$ cat config.mk
export PLATFORM = sky130hd
export DESIGN_NAME = mc_ctrl
export DESIGN_NICKNAME = d
export VERILOG_FILES = /design/src/rtl/mc_ctrl_pkg.sv /design/src/rtl/mc_ctrl_alu_dec.sv /design/src/rtl/mc_ctrl.sv
export SDC_FILE = /design/constraint.sdc
export NUM_CORES = 1
export LEC_CHECK = 0
export ABC_CLOCK_PERIOD_IN_PS = 2310
export CAP_MARGIN = 10
export CORE_ASPECT_RATIO = 2
export CORE_MARGIN = 8
export CORE_UTILIZATION = 28
export DETAILED_ROUTE_END_ITERATION = 16
export HOLD_SLACK_MARGIN = 0.1
export PLACE_DENSITY = 0.56
export REMOVE_ABC_BUFFERS = 1
export SYNTH_ARGS = -nofsm -noshare
export SYNTH_HDL_FRONTEND = slang
export SYNTH_SLANG_ARGS = --single-unit
$ cat constraint.sdc
create_clock -name clk -period 2.31 [get_ports clk]
set_input_delay 0.462 -clock clk [delete_from_list [all_inputs] [get_ports clk]]
set_output_delay 0.462 -clock clk [all_outputs]
set_load 0.05 [all_outputs]
$ cat src/rtl/mc_ctrl_pkg.sv
// Shared encodings for the multicycle controller: ALU operation codes and the
// opcode/funct values it decodes.
package mc_ctrl_pkg;

  localparam logic [3:0] ALU_NOP  = 4'd0;
  localparam logic [3:0] ALU_ADD  = 4'd1;
  localparam logic [3:0] ALU_SUB  = 4'd2;
  localparam logic [3:0] ALU_AND  = 4'd3;
  localparam logic [3:0] ALU_OR   = 4'd4;
  localparam logic [3:0] ALU_XOR  = 4'd5;
  localparam logic [3:0] ALU_NOR  = 4'd6;
  localparam logic [3:0] ALU_SLT  = 4'd7;
  localparam logic [3:0] ALU_SLTU = 4'd8;
  localparam logic [3:0] ALU_SLL  = 4'd9;
  localparam logic [3:0] ALU_SRL  = 4'd10;
  localparam logic [3:0] ALU_SRA  = 4'd11;
  localparam logic [3:0] ALU_LUI  = 4'd12;

  localparam logic [5:0] OP_RTYPE = 6'b000000;
  localparam logic [5:0] OP_J     = 6'b000010;
  localparam logic [5:0] OP_JAL   = 6'b000011;
  localparam logic [5:0] OP_BEQ   = 6'b000100;
  localparam logic [5:0] OP_BNE   = 6'b000101;
  localparam logic [5:0] OP_ADDI  = 6'b001000;
  localparam logic [5:0] OP_SLTI  = 6'b001010;
  localparam logic [5:0] OP_ANDI  = 6'b001100;
  localparam logic [5:0] OP_ORI   = 6'b001101;
  localparam logic [5:0] OP_XORI  = 6'b001110;
  localparam logic [5:0] OP_LUI   = 6'b001111;
  localparam logic [5:0] OP_LW    = 6'b100011;
  localparam logic [5:0] OP_SW    = 6'b101011;

  localparam logic [5:0] FN_SLL  = 6'b000000;
  localparam logic [5:0] FN_SRL  = 6'b000010;
  localparam logic [5:0] FN_SRA  = 6'b000011;
  localparam logic [5:0] FN_JR   = 6'b001000;
  localparam logic [5:0] FN_ADD  = 6'b100000;
  localparam logic [5:0] FN_SUB  = 6'b100010;
  localparam logic [5:0] FN_AND  = 6'b100100;
  localparam logic [5:0] FN_OR   = 6'b100101;
  localparam logic [5:0] FN_XOR  = 6'b100110;
  localparam logic [5:0] FN_NOR  = 6'b100111;
  localparam logic [5:0] FN_SLT  = 6'b101010;
  localparam logic [5:0] FN_SLTU = 6'b101011;

endpackage

$ cat src/rtl/mc_ctrl_alu_dec.sv
// ALU control decode for the execute states: R-type by Funct, I-type by Op.
// legal_o drops for an R-type Funct or I-type Op this datapath cannot execute.
module alu_dec
  import mc_ctrl_pkg::*;
(
  input  logic [5:0] Op_i,
  input  logic [5:0] Funct_i,
  output logic [3:0] alu_op_o,
  output logic [1:0] alu_src_a_o,
  output logic       ext_op_o,
  output logic       legal_o
);

  always_comb begin
    alu_op_o    = ALU_NOP;
    alu_src_a_o = 2'd1;
    ext_op_o    = 1'b0;
    legal_o     = 1'b1;
    if (Op_i == OP_RTYPE) begin
      unique case (Funct_i)
        FN_ADD:  alu_op_o = ALU_ADD;
        FN_SUB:  alu_op_o = ALU_SUB;
        FN_AND:  alu_op_o = ALU_AND;
        FN_OR:   alu_op_o = ALU_OR;
        FN_XOR:  alu_op_o = ALU_XOR;
        FN_NOR:  alu_op_o = ALU_NOR;
        FN_SLT:  alu_op_o = ALU_SLT;
        FN_SLTU: alu_op_o = ALU_SLTU;
        // shifts take their A operand from the shamt field
        FN_SLL: begin alu_op_o = ALU_SLL; alu_src_a_o = 2'd2; end
        FN_SRL: begin alu_op_o = ALU_SRL; alu_src_a_o = 2'd2; end
        FN_SRA: begin alu_op_o = ALU_SRA; alu_src_a_o = 2'd2; end
        default: legal_o = 1'b0;
      endcase
    end else begin
      unique case (Op_i)
        OP_ADDI: begin alu_op_o = ALU_ADD; ext_op_o = 1'b1; end
        OP_SLTI: begin alu_op_o = ALU_SLT; ext_op_o = 1'b1; end
        OP_ANDI: alu_op_o = ALU_AND;
        OP_ORI:  alu_op_o = ALU_OR;
        OP_XORI: alu_op_o = ALU_XOR;
        OP_LUI:  alu_op_o = ALU_LUI;
        default: legal_o = 1'b0;
      endcase
    end
  end

endmodule

$ cat src/rtl/mc_ctrl.sv
// Multicycle MIPS-subset controller: Moore FSM over the IR fields, except the
// branch PC write which follows the current-cycle ALU Zero flag.
module mc_ctrl
  import mc_ctrl_pkg::*;
(
  input  logic       clk,
  input  logic       rst,
  input  logic [5:0] Op,
  input  logic [5:0] Funct,
  input  logic       Zero,
  output logic       PCWrite,
  output logic       IorD,
  output logic       MemWrite,
  output logic       IRWrite,
  output logic       RegWrite,
  output logic [1:0] RegDst,
  output logic [1:0] MemtoReg,
  output logic [1:0] ALUSrcA,
  output logic [1:0] ALUSrcB,
  output logic [3:0] ALUOp,
  output logic [1:0] PCSource,
  output logic       EXTOp,
  output logic       Illegal
);

  typedef enum logic [3:0] {
    S_FETCH, S_DECODE, S_MEMADR, S_MEMRD, S_MEMWB, S_MEMWR,
    S_EXE_R, S_EXE_I, S_ALUWB, S_BRANCH, S_JUMP, S_JR
  } state_e;

  state_e state_q, state_d;

  logic [3:0] dec_alu_op;
  logic [1:0] dec_src_a;
  logic       dec_ext_op;
  logic       dec_legal;

  // raw enables before reset gating
  logic pc_wr, mem_wr, ir_wr, reg_wr, ill;

  alu_dec u_alu_dec (
    .Op_i        (Op),
    .Funct_i     (Funct),
    .alu_op_o    (dec_alu_op),
    .alu_src_a_o (dec_src_a),
    .ext_op_o    (dec_ext_op),
    .legal_o     (dec_legal)
  );

  always_ff @(posedge clk) begin
    if (rst) state_q <= S_FETCH;
    else     state_q <= state_d;
  end

  always_comb begin
    state_d  = state_q;
    pc_wr    = 1'b0;
    mem_wr   = 1'b0;
    ir_wr    = 1'b0;
    reg_wr   = 1'b0;
    ill      = 1'b0;
    IorD     = 1'b0;
    RegDst   = 2'd0;
    MemtoReg = 2'd0;
    ALUSrcA  = 2'd0;
    ALUSrcB  = 2'd0;
    ALUOp    = ALU_NOP;
    PCSource = 2'd0;
    EXTOp    = 1'b0;
    unique case (state_q)
      S_FETCH: begin
        ir_wr   = 1'b1;
        pc_wr   = 1'b1;
        ALUSrcB = 2'd1;
        ALUOp   = ALU_ADD;
        state_d = S_DECODE;
      end
      S_DECODE: begin
        // speculative branch target lands in ALUOut
        ALUSrcB = 2'd3;
        EXTOp   = 1'b1;
        ALUOp   = ALU_ADD;
        unique case (Op)
          OP_LW, OP_SW:    state_d = S_MEMADR;
          OP_RTYPE:        state_d = (Funct == FN_JR) ? S_JR : S_EXE_R;
          OP_ADDI, OP_SLTI, OP_ANDI,
          OP_ORI, OP_XORI, OP_LUI: state_d = S_EXE_I;
          OP_BEQ, OP_BNE:  state_d = S_BRANCH;
          OP_J, OP_JAL:    state_d = S_JUMP;
          default: begin
            ill     = 1'b1;
            state_d = S_FETCH;
          end
        endcase
      end
      S_MEMADR: begin
        ALUSrcA = 2'd1;
        ALUSrcB = 2'd2;
        EXTOp   = 1'b1;
        ALUOp   = ALU_ADD;
        state_d = (Op == OP_LW) ? S_MEMRD : S_MEMWR;
      end
      S_MEMRD: begin
        IorD    = 1'b1;
        state_d = S_MEMWB;
      end
      S_MEMWB: begin
        reg_wr   = 1'b1;
        MemtoReg = 2'd1;
        state_d  = S_FETCH;
      end
      S_MEMWR: begin
        IorD    = 1'b1;
        mem_wr  = 1'b1;
        state_d = S_FETCH;
      end
      S_EXE_R: begin
        ALUOp   = dec_alu_op;
        ALUSrcA = dec_src_a;
        if (dec_legal) state_d = S_ALUWB;
        else begin
          ill     = 1'b1;
          state_d = S_FETCH;
        end
      end
      S_EXE_I: begin
        ALUOp   = dec_alu_op;
        ALUSrcA = 2'd1;
        ALUSrcB = 2'd2;
        EXTOp   = dec_ext_op;
        state_d = S_ALUWB;
      end
      S_ALUWB: begin
        reg_wr  = 1'b1;
        RegDst  = (Op == OP_RTYPE) ? 2'd1 : 2'd0;
        state_d = S_FETCH;
      end
      S_BRANCH: begin
        ALUSrcA  = 2'd1;
        ALUOp    = ALU_SUB;
        PCSource = 2'd1;
        // Op[0] separates bne from beq
        pc_wr    = Op[0] ? ~Zero : Zero;
        state_d  = S_FETCH;
      end
      S_JUMP: begin
        pc_wr    = 1'b1;
        PCSource = 2'd2;
        if (Op == OP_JAL) begin
          reg_wr   = 1'b1;
          RegDst   = 2'd2;
          MemtoReg = 2'd2;
        end
        state_d = S_FETCH;
      end
      S_JR: begin
        pc_wr    = 1'b1;
        PCSource = 2'd3;
        state_d  = S_FETCH;
      end
      default: state_d = S_FETCH;
    endcase
  end

  // no architectural write may escape during a reset cycle
  assign PCWrite  = pc_wr  & ~rst;
  assign MemWrite = mem_wr & ~rst;
  assign IRWrite  = ir_wr  & ~rst;
  assign RegWrite = reg_wr & ~rst;
  assign Illegal  = ill    & ~rst;

endmodule

==> out/metrics.csv <==
metric,value,unit
run_status,"complete, but fails checks",
violations,setup timing,
cp_slowest_cell,or4_4,
dpl.hpwl,3256,µm
grt_pass1_wl,6437,µm
synth-seq-area-share,8.889,%
grt_usage,14.76,%
wirelength_met1,1249,µm
clk_pin_slew,0.03,ns
cts_sinks,4,
hold_viol,0,
worstMarginPinSlew,0.3704,ns
period_minus_slack,2.389,ns
ant_nets,0,
crit_path_end_kind,primary output,
clk_path_buf_depth,2,
drive_gt1_share,46.41,%
viasPerCell,5.788,
maxUsedRoutingLayer,met4,
p_per_area,290.2,nW/µm²
crit_type,in -> out,
max_stage_delay,0.55,ns
grt_overflow,0,
crit_chain,buf_6 > or4_4 > a2111oi_4 > nand3_1 > a22o_1 > buf_6,
hold_class,reg -> reg,
slew_headroom,75.26,%
fillers,292,
start_util,28.87,%
grt_antenna_before_repair,0,
ir_worst_vdd,153.1,µV
grt_pass1_vias,1392,
synth.distinct_cells,43,
crit_required,1.85,ns
wl,3988,µm
wl_met2,2245,µm
max_cap_viol_count,0,
syn-cell-area,900.9,µm²
final-seq-area,80.08,µm²
skew,0.003409,ns
place_inst,233,
r2r_setup_slack,0.79,ns
setup_ws,-0.07945,ns
min_path_cells,2,
cpMostUsedCell,buf_6,
ctsRootBufferMaster,clkbuf_8,
dr_total_vias,1389,
largest_reg_flops,4,
grt_max_degree,15,
drc_errors,0,
htree_levels,1,
layout.cells.non_filler,240,
synthToLayoutAreaGrowth,101.5,%
wl_per_cell,16.62,µm
insertion_delay,0.23,ns
io_pins,36,
die_area,5399,µm²
setup_viol,6,
finalCoreUtilization,58.18,%
wl_met3,258,µm
p_leak,0.7549,nW
fin_crit_sh,103.4,%
dr.first_iter.drc_count,46,
cts_buffers,3,
reg2reg_depth,6,
start_kind,input port,
worstPathMaxFanout,3,
gp_congestion,0.8668,
max_freq,418.5,MHz
core-area,3120,µm²
top_register,state_q,
rows,29,
die_w,56.11,µm
antenna_cells,0,
arrival,1.93,ns
multi_input_area,823.3,µm²
cts_tree,built,
syn_avg_cell_area,6.481,µm²
nNetsFinal,226,
synth_warnings,0,
die_h,96.22,µm
synthCells,139,
top_regs,state_q: 4 flops,
drv_slew,0,
hold_buffers,0,
ys_seq_elements,4,
io_buffers,35,
rsz0062_at_grt,true,
drtPass1Iterations,4,
-- layout by cell type, fill, tap and decap left out, types with 3 or more instances in the layout --
cell / count
buf_4: 50
nand4_1: 3
and3b_1: 3
nand2b_1: 8
inv_1: 4
nor2_1: 17
and3_1: 3
buf_12: 16
nor3_1: 7
dfxtp_1: 4
clkbuf_8: 3
nand3_1: 3
nand2_1: 4
a211oi_1: 4
xnor2_1: 3
dlygate4sd2_1: 3
a21oi_1: 8
nor4_1: 3
clkbuf_2: 4
a31oi_1: 4
o31ai_1: 3
buf_6: 3
-- metal layers --
metal  vias up  global-route usage, %
met5         -                      0
met4         0                  13.91
met3        21                  4.624
met2        60                  28.44
met1       644                  10.99
li1        664                      -
-- cell families after synthesis --
kind of cell | count (synthesis) | share of synthesized area [%]
DFF | 4 | 8.889
and+or+nand+nor | 70 | 43.06
xor gates and xnor gates | 4 | 3.890
buffers and inverters | 18 | 8.333
muxes | 1 | 1.250
AOI/OAI and AO/OA | 42 | 34.58
-- cells in the mapped netlist --
cell type   n  share of area [%]
buf_2       3                1.7
o32ai_1     4                3.9
clkbuf_1   10                4.2
xnor2_1     3                2.9
nand4_1     3                2.1
a22o_1      2                1.9
xor2_1      1               0.97
mux2_2      1                1.2
o211ai_1    2                1.7
a2111oi_4   1                3.1
buf_4       1               0.83
dfxtp_1     4                8.9
or4_4       1                1.2
and3_1      3                2.1
o21ai_0     3                1.7
a311oi_1    1               0.97
or2_2       2                1.4
or3b_2      1               0.97
inv_1       4                1.7
nor3_1      8                4.4
nor3b_1     1               0.83
nor4b_1     1               0.97
nand3_1     3                1.7
nand3b_1    1               0.83
nor2b_1     2                1.4
nand2b_1    8                5.6
a21oi_1    10                5.6
a31oi_1     4                2.8
or3b_1      1               0.97
o21a_1      1               0.83
nand2_1     5                2.1
o2bb2ai_1   1               0.97
and3b_1     3                2.9
a211oi_1    4                3.3
a211o_1     2                1.9
o21bai_1    2                1.7
o31ai_1     4                3.3
nor2_1     19                7.9
or4_1       1               0.83
or3_1       2                1.4
nor4_1      4                2.8
and2_1      1               0.69
o22a_1      1               0.97
-- per-stage QoR --
| step | power, mW | hold WS, ns | cell area, µm² | setup slack, ns | TNS, ns |
|---|---|---|---|---|---|
| floorplan | 0.1993 | 0.5311 | 840.8 | -0.6898 | -4.498 |
| global placement | 0.3629 | 0.5330 | 1693 | -0.5189 | -4.254 |
| finish | 0.5269 | 0.5511 | 1815 | -0.07945 | -0.2937 |
| detailed placement | 0.3671 | 0.5364 | 1693 | -0.5400 | -4.509 |
| CTS | 0.5235 | 0.5416 | 1783 | -0.1873 | -0.6792 |
| global route | 0.5532 | 0.5708 | 1815 | -0.1326 | -0.6207 |
-- where the power goes --
part           internal [mW]  switching, mW
clock                  0.112         0.0441
sequential            0.0726        0.00626
combinational          0.139          0.154
total                  0.323          0.204
-- path summary, 6_finish.rpt --
path / startpoint / end
setup / recovery: Op[0] / ALUSrcA[0]
setup reg to reg: state_q[3] / state_q[1]
hold / removal: state_q[1] / state_q[1]
hold reg to reg: state_q[1] / state_q[1]
-- final cells by class --
type	count	area share (%)
clock buffers	3	2.274
inverters	4	0.8270
multi-input cells	117	45.35
flip-flops and latches	4	4.411
well taps	31	2.136
repair buffers	81	45.00
-- worst max-delay path: cells and delay by family --
| family | cells | cell delay, ns |
|---|---|---|
| buffers and inverters | 2 | 0.24 |
| AOI/OAI and AO/OA | 2 | 0.55 |
| and+or+nand+nor | 2 | 0.67 |
-- repair_timing --
item,4_1_cts,5_1_grt
setup buffers,0,4
gates resized for setup,41,12
endpoints found under the setup margin,12,11
pin swaps,7,5
(Power assumes the default switching activity.)
